[src/rtl/vedic_mul_arbiter.sv]
// Round-robin sharing of one combinational vedic 8x8 multiplier between NUM_REQ valid/ready requesters.
// Latency: accept edge -> product registered on the next edge -> response held in RESP until rsp_ready.
module vedic_2x2 (
  input  logic [1:0] a,
  input  logic [1:0] b,
  output logic [3:0] p
);
  logic t1, t2, t3, c1;

  assign t1   = a[1] & b[0];
  assign t2   = a[0] & b[1];
  assign t3   = a[1] & b[1];
  assign c1   = t1 & t2;
  assign p[0] = a[0] & b[0];
  assign p[1] = t1 ^ t2;
  assign p[2] = t3 ^ c1;
  assign p[3] = t3 & c1;
endmodule

module vedic_4x4 (
  input  logic [3:0] a,
  input  logic [3:0] b,
  output logic [7:0] p
);
  logic [3:0] q0, q1, q2, q3;

  vedic_2x2 u_q0 (.a(a[1:0]), .b(b[1:0]), .p(q0));
  vedic_2x2 u_q1 (.a(a[3:2]), .b(b[1:0]), .p(q1));
  vedic_2x2 u_q2 (.a(a[1:0]), .b(b[3:2]), .p(q2));
  vedic_2x2 u_q3 (.a(a[3:2]), .b(b[3:2]), .p(q3));

  // Vertically-and-crosswise recombination of the four partial products.
  assign p = {4'b0, q0} + {2'b0, q1, 2'b0} + {2'b0, q2, 2'b0} + {q3, 4'b0};
endmodule

module vedic_8x8_comb (
  input  logic [7:0]  a,
  input  logic [7:0]  b,
  output logic [15:0] p
);
  logic [7:0] q0, q1, q2, q3;

  vedic_4x4 u_q0 (.a(a[3:0]), .b(b[3:0]), .p(q0));
  vedic_4x4 u_q1 (.a(a[7:4]), .b(b[3:0]), .p(q1));
  vedic_4x4 u_q2 (.a(a[3:0]), .b(b[7:4]), .p(q2));
  vedic_4x4 u_q3 (.a(a[7:4]), .b(b[7:4]), .p(q3));

  assign p = {8'b0, q0} + {4'b0, q1, 4'b0} + {4'b0, q2, 4'b0} + {q3, 8'b0};
endmodule

module vedic_mul_arbiter #(
  parameter int NUM_REQ = 4,
  parameter int IDX_W   = 2
) (
  input  logic                 clk,
  input  logic                 rst,
  input  logic [NUM_REQ-1:0]   req_valid,
  output logic [NUM_REQ-1:0]   req_ready,
  input  logic [NUM_REQ*8-1:0] req_a,
  input  logic [NUM_REQ*8-1:0] req_b,
  output logic                 rsp_valid,
  input  logic                 rsp_ready,
  output logic [15:0]          rsp_p,
  output logic [IDX_W-1:0]     rsp_id,
  output logic                 busy
);
  typedef enum logic [1:0] {IDLE, MUL, RESP} state_t;

  state_t           state, state_nxt;
  logic [IDX_W-1:0] rr_ptr;
  logic [IDX_W-1:0] grant_idx;
  logic             grant_found;
  logic [7:0]       op_a, op_b;
  logic [15:0]      product;
  logic             accept;

  // Search starts just past the last winner so it gets lowest priority.
  always_comb begin
    logic [IDX_W:0] idx;
    grant_found = 1'b0;
    grant_idx   = '0;
    idx         = '0;
    for (int k = 1; k <= NUM_REQ; k++) begin
      idx = {1'b0, rr_ptr} + (IDX_W+1)'(k);
      if (idx >= (IDX_W+1)'(NUM_REQ))
        idx = idx - (IDX_W+1)'(NUM_REQ);
      if (!grant_found && req_valid[idx[IDX_W-1:0]]) begin
        grant_found = 1'b1;
        grant_idx   = idx[IDX_W-1:0];
      end
    end
  end

  always_comb begin
    req_ready = '0;
    if (!rst && state == IDLE && grant_found)
      req_ready[grant_idx] = 1'b1;
  end

  assign accept    = |(req_valid & req_ready);
  assign rsp_valid = (state == RESP);
  assign busy      = (state != IDLE);

  vedic_8x8_comb u_mul (.a(op_a), .b(op_b), .p(product));

  always_comb begin
    state_nxt = state;
    case (state)
      IDLE:    if (accept) state_nxt = MUL;
      MUL:     state_nxt = RESP;
      RESP:    if (rsp_ready) state_nxt = IDLE;
      default: state_nxt = IDLE;
    endcase
  end

  always_ff @(posedge clk or posedge rst) begin
    if (rst) begin
      state  <= IDLE;
      rr_ptr <= IDX_W'(NUM_REQ - 1);
      op_a   <= '0;
      op_b   <= '0;
      rsp_id <= '0;
      rsp_p  <= '0;
    end else begin
      state <= state_nxt;
      if (state == IDLE && accept) begin
        op_a   <= req_a[grant_idx*8 +: 8];
        op_b   <= req_b[grant_idx*8 +: 8];
        rsp_id <= grant_idx;
        rr_ptr <= grant_idx;
      end
      if (state == MUL)
        rsp_p <= product;
    end
  end
endmodule
[config.mk]
export PLATFORM = sky130hd
export DESIGN_NAME = vedic_mul_arbiter
export DESIGN_NICKNAME = d
export VERILOG_FILES = /design/src/rtl/vedic_mul_arbiter.sv
export SDC_FILE = /design/constraint.sdc
export NUM_CORES = 1
export LEC_CHECK = 0
export BUFFER_PORTS_ARGS = -buffer_cell sky130_fd_sc_hd__buf_2
export CORE_MARGIN = 2
export CORE_UTILIZATION = 50
export DETAILED_ROUTE_END_ITERATION = 12
export PLACE_DENSITY = 0.76
export SLEW_MARGIN = 0
export SYNTH_ARGS = -nofsm -noshare
export SYNTH_HDL_FRONTEND = slang
export SYNTH_HIERARCHICAL = 1
export SYNTH_SLANG_ARGS = --single-unit
[constraint.sdc]
create_clock -name clk -period 12.18 [get_ports clk]
set_clock_uncertainty 0.05 [all_clocks]
set_input_delay 2.436 -clock clk [delete_from_list [all_inputs] [get_ports clk]]
set_output_delay 2.436 -clock clk [all_outputs]
set_load 0.02 [all_outputs]
## Word level (Yosys, flattened, before mapping)

Index checks and enable logic that the tools add are counted.

| operators by class | value |
|---|---|
| add/subtract/negate cells | 23 |
| order comparisons | 10 |
| eq/ne operators | 4 |
| shift operators | 2 |
| multiplexer cells | 26 |
| bitwise logic cells | 129 |
| reductions and logical operators | 15 |

Operators by type and width:

| kind | number |
|---|---|
| 1-bit bitwise AND | 96 |
| 32-bit by 6-bit variable part select with 8-bit output | 2 |
| 7-bit by 6-bit adder with 8-bit output | 4 |
| 8-bit adder | 4 |
| 1-bit XOR | 32 |
| 4-bit by 6-bit adder with 7-bit output | 4 |
| 2-bit 2-to-1 mux | 10 |
| 16-bit by 12-bit adder with 16-bit output | 1 |
| 16-bit adder | 1 |
| 2-bit by 3-bit less-than comparator with 1-bit output, second input constant | 5 |
| 8-bit by 12-bit adder with 13-bit output | 1 |
| 3-bit >= comparator, second input constant | 4 |
| 1-bit 2-to-1 mux | 9 |
| 1-bit binary-select mux with 2-bit select | 4 |
| 2-bit by 1-bit subtractor with 2-bit output, second input constant | 4 |
| 1-bit logical AND | 7 |
| 2-bit by 2-bit adder with 3-bit output, second input constant | 2 |
| 2-bit case mux with 3 select lines | 1 |
| 4-bit bitwise AND | 1 |
| 1-bit zero test | 4 |
| 4-bit 2-to-1 mux | 1 |
| 4-bit OR reduction | 1 |
| 2-bit by 1-bit adder with 3-bit output, second input constant | 1 |
| 2-bit by 3-bit adder with 3-bit output, second input constant | 1 |
| 9 further kinds | 9 |

| storage, ports and cells | value |
|---|---|
| register bits after elaboration | 38 |
| input bits | 71 |
| output and inout port bits | 24 |
| word-level logic and storage cells | 215 |

## Logic depth before layout (Yosys ltp)

Gate-level depths: netlist (run 1).

| depth | value |
|---|---|
| depth in word-level cells | 24 |
| depth in mapped cells | 25 |
| gate-level depth less buffers | 25 |

## Cells and area by module

The synthesis (run 1) kept the hierarchy.

Modules (own cells, without submodules):

| module | instances | cells each | area each (sq um) | seq. area each (sq um) |
|---|---|---|---|---|
| vedic_mul_arbiter | 1 | 207 | 2311.0 | 953.4 |
| vedic_4x4 | 4 | 39 | 342.8 | 0.0 |
| vedic_8x8_comb | 1 | 103 | 828.3 | 0.0 |
| vedic_2x2 | 16 | 6 | 50.0 | 0.0 |

## Worst setup path before layout (run 1)

Ideal clock, no wire load.

| timing path | value |
|---|---|
| kind | register to register |
| from | register op_a[1] |
| to | register rsp_p[13] |
| library setup time | 125 ps |
| arrival time | 5887 ps |
| required time | 12005 ps |
| slack | 6118 ps |
| cell stages (with the launch flop) | 24 |
| buffers on the path | 0 |
| clock period less this slack | 6062 ps |
| cell sequence | dfrtp_1 -> and2_1 -> ha_1 -> ha_1 -> ha_1 -> fa_1 -> xnor2_1 -> fa_1 -> fa_1 -> xnor2_1 -> inv_1 -> fa_1 -> nor2b_1 -> o21ai_0 -> a21oi_1 -> xnor2_1 -> fa_1 -> inv_1 -> ha_1 -> and3_2 -> a2111oi_4 -> a21oi_1 -> xor2_1 -> mux2_2 |

| between the ends | value |
|---|---|
| longest elaborated chain between the ends | 9 |
| elaborated cells on any way between the ends | 33 |
| classes of those cells | 9 x add/sub; 24 x bitwise |

Ends and longest elaborated chain:

| element | RTL line | text |
|---|---|---|
| start: declaration | 73 | `logic [7:0] op_a, op_b;` |
| start signal: assignment | 127 | `op_a <= req_a[grant_idx*8 +: 8];` |
| 1-bit bitwise AND | 10 | `assign t1 = a[1] & b[0];` |
| 1-bit bitwise AND | 13 | `assign c1 = t1 & t2;` |
| 1-bit XOR (*) | 16 | `assign p[2] = t3 ^ c1;` |
| via u_mul.u_q0.q0[2] | 25 | `logic [3:0] q0, q1, q2, q3;` |
| 4-bit by 6-bit adder with 7-bit output (*) | 33 | `assign p = {4'b0, q0} + {2'b0, q1, 2'b0} + {2'b0, q2, 2'b0} + {q3, 4'b0};` |
| 7-bit by 6-bit adder with 8-bit output (*) | 33 |  |
| 8-bit adder (*) | 33 |  |
| via u_mul.q0[5] | 41 | `logic [7:0] q0, q1, q2, q3;` |
| 8-bit by 12-bit adder with 13-bit output (*) | 48 | `assign p = {8'b0, q0} + {4'b0, q1, 4'b0} + {4'b0, q2, 4'b0} + {q3, 8'b0};` |
| 16-bit by 12-bit adder with 16-bit output (*) | 48 |  |
| 16-bit adder (*) | 48 |  |
| via product[13] | 74 | `logic [15:0] product;` |
| end signal: assignment | 133 | `rsp_p <= product;` |
| end: declaration | 63 | `output logic [15:0] rsp_p,` |

Mark *: on every way through the listed nets, which the timed path passes. The rest lies on a longest branch.
A chain may end at the register's enable or synchronous reset.

## Worst setup path after layout (run 1)

| timing path | value |
|---|---|
| from | input port req_valid[1] |
| to | output port req_ready[0] |

| between the ends | value |
|---|---|
| longest elaborated chain between the ends | 17 |
| elaborated cells on any way between the ends | 29 |
| classes of those cells | 2 x order compare; 19 x mux; 8 x reduce/logical |

Ends and longest elaborated chain:

| element | RTL line | text |
|---|---|---|
| start: declaration | 57 | `input logic [NUM_REQ-1:0] req_valid,` |
| 1-bit binary-select mux with 2-bit select | 87 | `if (!grant_found && req_valid[idx[IDX_W-1:0]]) begin` |
| 1-bit 2-to-1 mux (not written as such) | 87 |  |
| 1-bit 2-to-1 mux | 87 |  |
| 1-bit zero test | 87 |  |
| 1-bit logical AND | 87 |  |
| 1-bit 2-to-1 mux | 87 |  |
| 1-bit zero test | 87 |  |
| 1-bit logical AND | 87 |  |
| 1-bit 2-to-1 mux | 87 |  |
| 1-bit zero test | 87 |  |
| 1-bit logical AND | 87 |  |
| 2-bit 2-to-1 mux | 87 |  |
| 2-bit by 3-bit less-than comparator with 1-bit output (not written as such) or 2-bit by 1-bit >= comparator with 1-bit output (tied branches) | 97 | `req_ready[grant_idx] = 1'b1;` |
| 1-bit logical AND (not written as such) | 97 |  |
| 1-bit 2-to-1 mux (not written as such) | 97 |  |
| 1-bit demux with 2-bit select | 97 |  |
| 4-bit 2-to-1 mux (*) | 96 | `if (!rst && state == IDLE && grant_found)` |
| end: declaration | 58 | `output logic [NUM_REQ-1:0] req_ready,` |

Every way passes the cells marked *; elsewhere a longest branch is shown, timed or not. The select of a mux whose other input is x is not followed.

==> results of run 1 <==
==> flip-flops by register name, summed over array words and instances (netlist names) <==
name	count
rr_ptr	2
op_a	8
rsp_id	2
state	2
rsp_p	16
op_b	8
==> through the flow <==
step                      power, mW  hold WS (ns)  utilization [%]
after floorplan                1.23         0.455                -
after global placement         1.50         0.416             56.8
after detailed placement       1.53         0.426             56.8
after CTS                      1.64         0.445             57.7
after global routing           1.80         0.464             57.7
final                          1.62         0.436             57.7
==> per-layer routing <==
layer  part of all wire [%]  GRT usage, %  vias up
met2                     49          39.0      137
met5                      0             0        -
met3                    4.5          2.67       19
met4                    2.0          6.77        0
met1                     44          27.1     1971
li1                       -             -     2104
==> worst min-delay path by stage <==
stage,from,end,depth (start not counted)
finish,rsp_id[1],rsp_id[1],2
global route,rsp_p[1],rsp_p[1],1
CTS,rsp_id[1],rsp_id[1],2
detailed placement,rsp_id[1],rsp_id[1],2
global placement,rsp_id[1],rsp_id[1],2
floorplan,rr_ptr[0],rr_ptr[0],2
==> cell usage in the layout (no fill, tap or decap), drive strengths merged, types with 7 or more instances in the layout <==
cell,netlist,routed
clkbuf,4,7
a21oi,22,22
a21bo,16,16
o211ai,17,17
and2,67,67
inv,61,61
dfrtp,36,36
nand2b,8,8
fa,22,22
nand2,26,26
nor2,24,24
o31ai,16,16
xnor2,35,35
and3,8,8
mux2,16,16
ha,86,86
buf,14,97
mux2i,16,16
nand4,16,16
a21o,8,8
nor2b,8,8
==> critical path, stage by stage <==
cell and delay (ns):
buf_2 0.13, nor2b_1 0.15, o21a_1 0.39, nor3_4 0.92, and2_1 0.23, buf_2 0.16
==> cell families after synthesis <==
family | after synthesis | synth area share (%)
compound gates | 95 | 15.8
xor+xnor | 39 | 6.43
fa+ha+maj | 108 | 28.6
buf+inv | 80 | 6.67
flops | 38 | 18.0
mux | 32 | 6.41
simple gates | 170 | 18.2
==> where the power goes <==
group	switching [mW]	internal (mW)	leakage, nW
clock	0.0436	0.0456	0.0482
sequential	0.0752	0.188	0.471
combinational	0.701	0.568	2.68
==> cell type report <==
type / instances / area [µm²] / share of cell area [%]
multi-input cells: 444 / 4010 / 67.3
flip-flops and latches: 38 / 953 / 16.0
repair buffers: 97 / 493 / 8.28
inverters: 62 / 238 / 3.99
well taps: 136 / 170 / 2.86
clock buffers: 7 / 86.3 / 1.45
clock inverters: 1 / 5.00 / 0.0840
==> metrics.txt, run 1 <==
drt initial violations=126; max cap viols=0; Initial DRT Pass Iterations=4; CTS tree=done; Total Routing Usage GR=21.8%; syn_nets=741; critical path arrival=4.42 ns; grt total ovfl=0; Synth warnings=6; Placer Congestion=0.863; DIE AREA=11500 µm²; fraction of final layout cells sized beyond drive strength 1=25.6%; Worst EP required=9.69 ns; DRT Wirelength=11800 µm; CP startpoint=req_valid[1]; Port Buffer Count=94; Max Slew Vio Count=0; EDFF count, synth=0; worst-margin pin slew=1.03 ns; fillers=918; Unique masters post-synth=52; crit-path max FO=20; Setup crit end=req_ready[0]; DR WL/cell=15.0 µm; leakage=3.20 nW; Tmin final=6.90 ns; Final Setup Violations=0; Initial Utilization=51.4%; dpl hpwl=9850 µm; startpoint types=input pin; Max Freq=145 MHz; CP Capture Type=primary output; # hold bufs at CTS=0; cell count after synthesis=562; FF+latch count, synth=38; dpl cell area=5860 µm²; clk root buf=clkbuf_8; cts bufs inserted=5; top-area cell type share of the netlist area=20.3%; nets=827; Most used DFF post-synth=dfrtp_1; pre-CTS setup slack=5.32 ns; Fin. Hold Viols=0; setup repair bufs after CTS=0; DRC viols=0; post_cts resized=0; HP Class=reg -> reg; Clk pin slew, worst setup/hold paths=0.07 ns; total number of vias=4231; synth top area cells=ha_1 20%, dfrtp_1 17%, fa_1 8.3%; final cell count without fillers=785; vias in the first global route=4341; status=completed; r2r endpoint=rsp_p[13]; most frequent cells after synthesis=86 x ha_1, 67 x and2_1, 61 x inv_1; Crit Path Category=in -> out; Mean Syn Cell Area=9.45 µm²; Final ANT Viol Nets=0; die outline height=107 µm; initial antenna violation count=0; Worst-Skew Late Latency=0.30 ns; Peak VDD IR=202 µV; ANT cells=0; Rel. slew slack=31.3%; Die Width=107 µm; asr flop ratio synth=100%; fin crit share=56.7%; min setup slack post-route=5.28 ns; setup_tns=0 ns; area leader, netlist=ha_1; R2R setup slack=5.62 ns; placed insts=777; r2r startpoint=op_a[1]; Worst Reg-to-Reg Cells=23; CTS H-Tree Depth=2; Seq/Total Area, Yosys=18.0%; Cell Pwr Density=272 nW/µm²; most instantiated library cell after synthesis=ha_1; Row Count=37; largest net degree at the start of global routing=39; post-synthesis cell area=5310 µm²; first-pass GRT wire length=20200 µm; CTS sink cnt=38; core area=10300 µm²; Vias per Instance=5.39; I/O pin count=95; RSZ-0062 raised after global routing=no; P&R area growth vs syn=12.1%; Final Cell Area=5960 µm²; clk buf depth=2
Note: power is estimated with default switching activity, not from simulation.
==> run 2: changes to the inputs <==
- ABC_AREA: unset -> 1
- PLACE_DENSITY: 0.76 -> 0.78
- clock period: 12.18 -> 5.7 ns (I/O delays scaled with it)
==> run 2 against run 1 <==
Net effect: non-clock buffer count grew 21; synthesized cell count increased by 58%; sequential share of layout area shrank 2.3 points.
==> metrics.txt, run 2 <==
Vias per Instance=5.00; leakage=4.56 nW; cell count after synthesis=887; area leader, netlist=nand2_1; CTS H-Tree Depth=2; Synth warnings=6; Most used DFF post-synth=dfrtp_1; Final ANT Viol Nets=0; Worst EP required=5.81 ns; DR WL/cell=12.8 µm; EDFF count, synth=0; register area=953 µm²; fin crit share=98.2%; core area=11400 µm²; CP most frequent cell=ha_4; placed insts=1125; setup_tns=0 ns; commonest non-fill, non-tap cell in the layout=nand2_1; Port Buffer Count=94; I/O pin count=95; first-pass GRT wire length=23800 µm; initial antenna violation count=0; CTS sink cnt=38; Total Routing Usage GR=22.7%; grt total ovfl=0; clk buf depth=2; Unique masters post-synth=36; Die Width=112 µm; dpl hpwl=11300 µm; critical path arrival=5.71 ns; Final Setup Violations=0; Row Count=39; post-synthesis cell area=5800 µm²; worst-margin pin slew=0.824 ns; Synth Area in Compound Gates=1.23%; Design Power=4.35 mW; drt initial violations=218; Tmin final=5.60 ns; clk root buf=clkbuf_16; Peak VDD IR=521 µV; DRC viols=0; final cell count without fillers=1134; asr flop ratio synth=100%; Max Slew Vio Count=0; mux cell area share after synthesis=3.11%; Cell Pwr Density=627 nW/µm²; CP Capture Type=register; fraction of final layout cells sized beyond drive strength 1=22.2%; Mean Syn Cell Area=6.54 µm²; fillers=1045; largest family of logic cells by synthesized area=simple AND/OR/NAND/NOR gates; total number of vias=5674; Initial Utilization=51.0%; synth top area cells=nand2_1 25%, ha_1 19%, dfrtp_1 16%; startpoint types=register; Max Freq=179 MHz; max reg flops=16; HP Class=reg -> reg; vias in the first global route=5366; syn_nets=1066; Reg with most FFs=rsp_p; DRT Wirelength=14500 µm; ANT cells=0; RSZ-0062 raised after global routing=yes; Critical Path Max Stage Delay=0.53 ns; die outline height=112 µm; CTS tree=done; Slowest cell on crit path=fa_1; multi-input logic area=4350 µm²; biggest regs=rsp_p (16), op_a (8), op_b (8); top-area cell type share of the netlist area=24.6%; most instantiated library cell after synthesis=nand2_1; fraction of the mapped netlist area in adder cells=26.2%; Initial DRT Pass Iterations=6; DIE AREA=12500 µm²; crit-path max FO=4; post-synthesis simple-gate area fraction=36.9%; dpl cell area=6480 µm²; largest net degree at the start of global routing=40; most frequent cells in the layout=369 x nand2_1, 161 x inv_1, 94 x buf_2; Placer Congestion=0.953; Clk pin slew, worst setup/hold paths=0.05 ns; Crit Path Category=reg -> reg; FF+latch count, synth=38; Post-Synth XOR/XNOR Area=2.57%; nets=1171; P&R area growth vs syn=19.6%; Seq/Total Area, Yosys=16.4%; max cap viols=0; Fin. Hold Viols=0; Worst-Skew Late Latency=0.28 ns; most frequent cells after synthesis=380 x nand2_1, 168 x inv_1, 86 x ha_1; worst hold-check slack=0.440 ns; Final Cell Area=6940 µm²; status=completed; cts bufs inserted=5; Rel. slew slack=45.0%
-- run 2: final cells by class --
type	count	share of cell area (%)
timing repair buffer	118	9.43
multi-input combinational	654	62.7
tap	143	2.58
sequential	38	13.7
inverter	175	9.58
clock buffer	6	2.00
-- run 2: timing repair --
item / 4_1_cts / 5_1_grt
gates resized for setup: 11 / 54
hold buffers: 0 / 0
endpoints found under the setup margin: 7 / 7
pin swaps: 6 / 26
hold endpoints to repair: 0 / 0
setup buffers: 0 / 3
-- run 2: kinds of logic (layout without fill, tap and decap cells) --
family | Yosys count | after routing
xor gates and xnor gates | 17 | 17
and+or+nand+nor | 500 | 500
buffers and inverters | 195 | 299
AOI/OAI and AO/OA | 13 | 13
DFF | 38 | 38
muxes | 16 | 16
adders and majority gates | 108 | 108
-- run 2: path summary, 6_finish.rpt --
path,start,end,slack [ns],cells after the start
worst min-delay path,rsp_id[1],rsp_id[1],0.44,2
max in group asynchronous,rst,rr_ptr[1],4.34,3
worst max register to register,op_b[1],rsp_p[13],0.10,29
worst min register to register,rsp_id[1],rsp_id[1],0.44,2
worst max-delay path,op_b[1],rsp_p[13],0.10,29
min in group asynchronous,rst,state[1],0.91,3
-- run 2: worst max-delay path: cells and delay by family, from the launching register on --
family,cells,cell delay [ns]
simple gates,8,0.56
mux,1,0.27
fa+ha+maj,10,3.27
buf+inv,6,0.42
flops,1,0.38
xor+xnor,1,0.19
compound gates,3,0.33
-- run 2: power by group --
group / internal, mW / switching (mW) / leakage (nW)
clock network: 0.169 / 0.101 / 0.0688
registers: 0.398 / 0.127 / 0.480
logic: 1.37 / 2.18 / 4.01
-- run 2: per-layer routing --
metal,global-route usage (%),part of all wire (%),vias to the layer above
met5,0,0,-
met4,7.65,2.8,0
met3,1.91,3.9,35
met2,40.7,50,163
met1,28.9,44,2545
li1,-,-,2931
-- run 2: through the flow --
step	setup WS (ns)	util (%)
floorplan	0.00572	-
global placement	-0.0451	57.0
detailed placement	-0.252	57.0
CTS	0.00383	58.6
global route	-0.108	61.0
finish	0.101	61.0
==> run 3: changes to the inputs <==
--- a/config.mk
+++ b/config.mk
@@ -12,2 +12,3 @@
 export DETAILED_ROUTE_END_ITERATION = 12
+export GPL_TIMING_DRIVEN = 0
 export PLACE_DENSITY = 0.78
--- a/constraint.sdc
+++ b/constraint.sdc
@@ -4,2 +4,2 @@
 set_output_delay 1.14 -clock clk [all_outputs]
-set_load 0.02 [all_outputs]
+set_load 0.1 [all_outputs]
==> run 3 against run 2 <==
Net effect: fmax shrank 0.51%; die area is the same; core utilization grew 0.24 points.
==> metrics.txt, run 3 (synthesis gave the netlist of run 2 again) <==
status=completed; Initial Utilization=51.0%; Slowest cell on crit path=fa_1; most frequent cells in the layout=370 x nand2_1, 159 x inv_1, 105 x buf_2; r2r startpoint=op_b[1]; HP Class=reg -> reg; P&R area growth vs syn=20.1%; clk root buf=clkbuf_16; dpl hpwl=11200 µm; biggest regs=rsp_p (16), op_a (8), op_b (8); cts bufs inserted=5; commonest non-fill, non-tap cell in the layout=nand2_1; DR WL/cell=12.2 µm; fillers=1031; Tmin final=5.63 ns; die outline height=112 µm; Max Freq=178 MHz; Port Buffer Count=94; Reg with most FFs=rsp_p; # hold bufs at CTS=0; max cap viols=0; vias in the first global route=5393; largest net degree at the start of global routing=40; RSZ-0062 raised after global routing=yes; fin crit share=98.7%; Die Width=112 µm; initial antenna violation count=0; Worst Reg-to-Reg Cells=28; Fin. Hold Viols=0; Final Cell Area=6960 µm²; worst-margin pin slew=0.793 ns; Rel. slew slack=47.1%; DRC viols=0; Hold Path Cell Cnt=1; Final Setup Violations=0; R2R setup slack=0.07 ns; dpl cell area=6450 µm²; Clk pin slew, worst setup/hold paths=0.05 ns; Placer Congestion=0.914; ANT cells=0; Row Count=39; clk buf depth=2; DIE AREA=12500 µm²; grt total ovfl=0; Initial DRT Pass Iterations=5; critical path arrival=5.74 ns; Total Routing Usage GR=22.4%; CP Capture Type=register; startpoint types=register; setup_tns=0 ns; Worst EP required=5.81 ns; Critical Path Max Stage Delay=0.52 ns; r2r endpoint=rsp_p[13]; nets=1179; hold wc startpoint=rsp_p[14]; CTS H-Tree Depth=2; max reg flops=16; total number of vias=5614; drt initial violations=278; first-pass GRT wire length=23400 µm; DRT Wirelength=14000 µm; hold path endpoint=rsp_p[14]; Max Slew Vio Count=0; Final ANT Viol Nets=0; fraction of final layout cells sized beyond drive strength 1=22.5%; Worst-Skew Late Latency=0.28 ns; I/O pin count=95; Crit Path Category=reg -> reg; CTS sink cnt=38; Final Util=61.3%; CTS tree=done; Vias per Instance=4.91; crit-path max FO=6; core area=11400 µm²
## run 3: cell type report
cell class | count | area, µm² | share of cell area [%]
clock buffer | 7 | 143 | 2.05
timing repair buffer | 106 | 561 | 8.05
sequential | 38 | 960 | 13.8
multi-input combinational | 654 | 4330 | 62.1
inverter | 175 | 664 | 9.54
clock inverter | 1 | 5.00 | 0.0719
tap | 143 | 179 | 2.57
buffer | 20 | 126 | 1.81
## run 3: how the worst max path moves through the flow
stage	startpoint	endpoint	slack (ns)	cells past startpoint
2_1_floorplan	rst	req_ready[3]	-0.04	4
3_3_place_gp	op_a[1]	rsp_p[13]	-0.56	28
3_5_place_dp	op_a[1]	rsp_p[13]	-0.63	28
4_1_cts	op_b[0]	rsp_p[13]	-0.02	29
5_1_grt	op_a[0]	rsp_p[13]	-0.20	30
6_report	op_b[1]	rsp_p[13]	0.07	28
## run 3: per-stage QoR
stage | hold WS (ns) | instances | worst slack [ns]
3_3_place_gp | 0.408 | 1124 | -0.561
2_1_floorplan | 0.499 | 887 | -0.0380
4_1_cts | 0.452 | 1138 | -0.0161
3_5_place_dp | 0.440 | 1124 | -0.632
5_1_grt | 0.465 | 1144 | -0.198
6_report | 0.449 | 1144 | 0.0719
## run 3: worst max-delay path: cells and delay by family, from the launching register on
family | cells | cell delay (ns)
buffers and inverters | 6 | 0.46
flip-flops | 1 | 0.41
AND/OR/NAND/NOR | 9 | 0.78
XOR/XNOR | 1 | 0.19
adder cells (fa/ha/maj) | 9 | 3.08
AO/OA/AOI/OAI | 2 | 0.26
multiplexers | 1 | 0.25
## run 3: repair_timing
action / in CTS / in global routing
resized for setup: 20 / 44
setup buffers: 6 / 6
endpoints found under the setup margin: 8 / 7
pin swaps: 7 / 27
## run 3: layer usage
| metal | up-vias | part of all wire (%) | track usage [%] |
|---|---|---|---|
| met5 | - | 0 | 0 |
| met4 | 0 | 2.7 | 8.23 |
| met3 | 25 | 4.7 | 2.61 |
| met2 | 166 | 50 | 40.8 |
| met1 | 2470 | 43 | 27.1 |
| li1 | 2953 | - | - |
Power of run 3 is not shown: default switching activity piles up to over one toggle a cycle in this logic, so the estimate is an artifact.
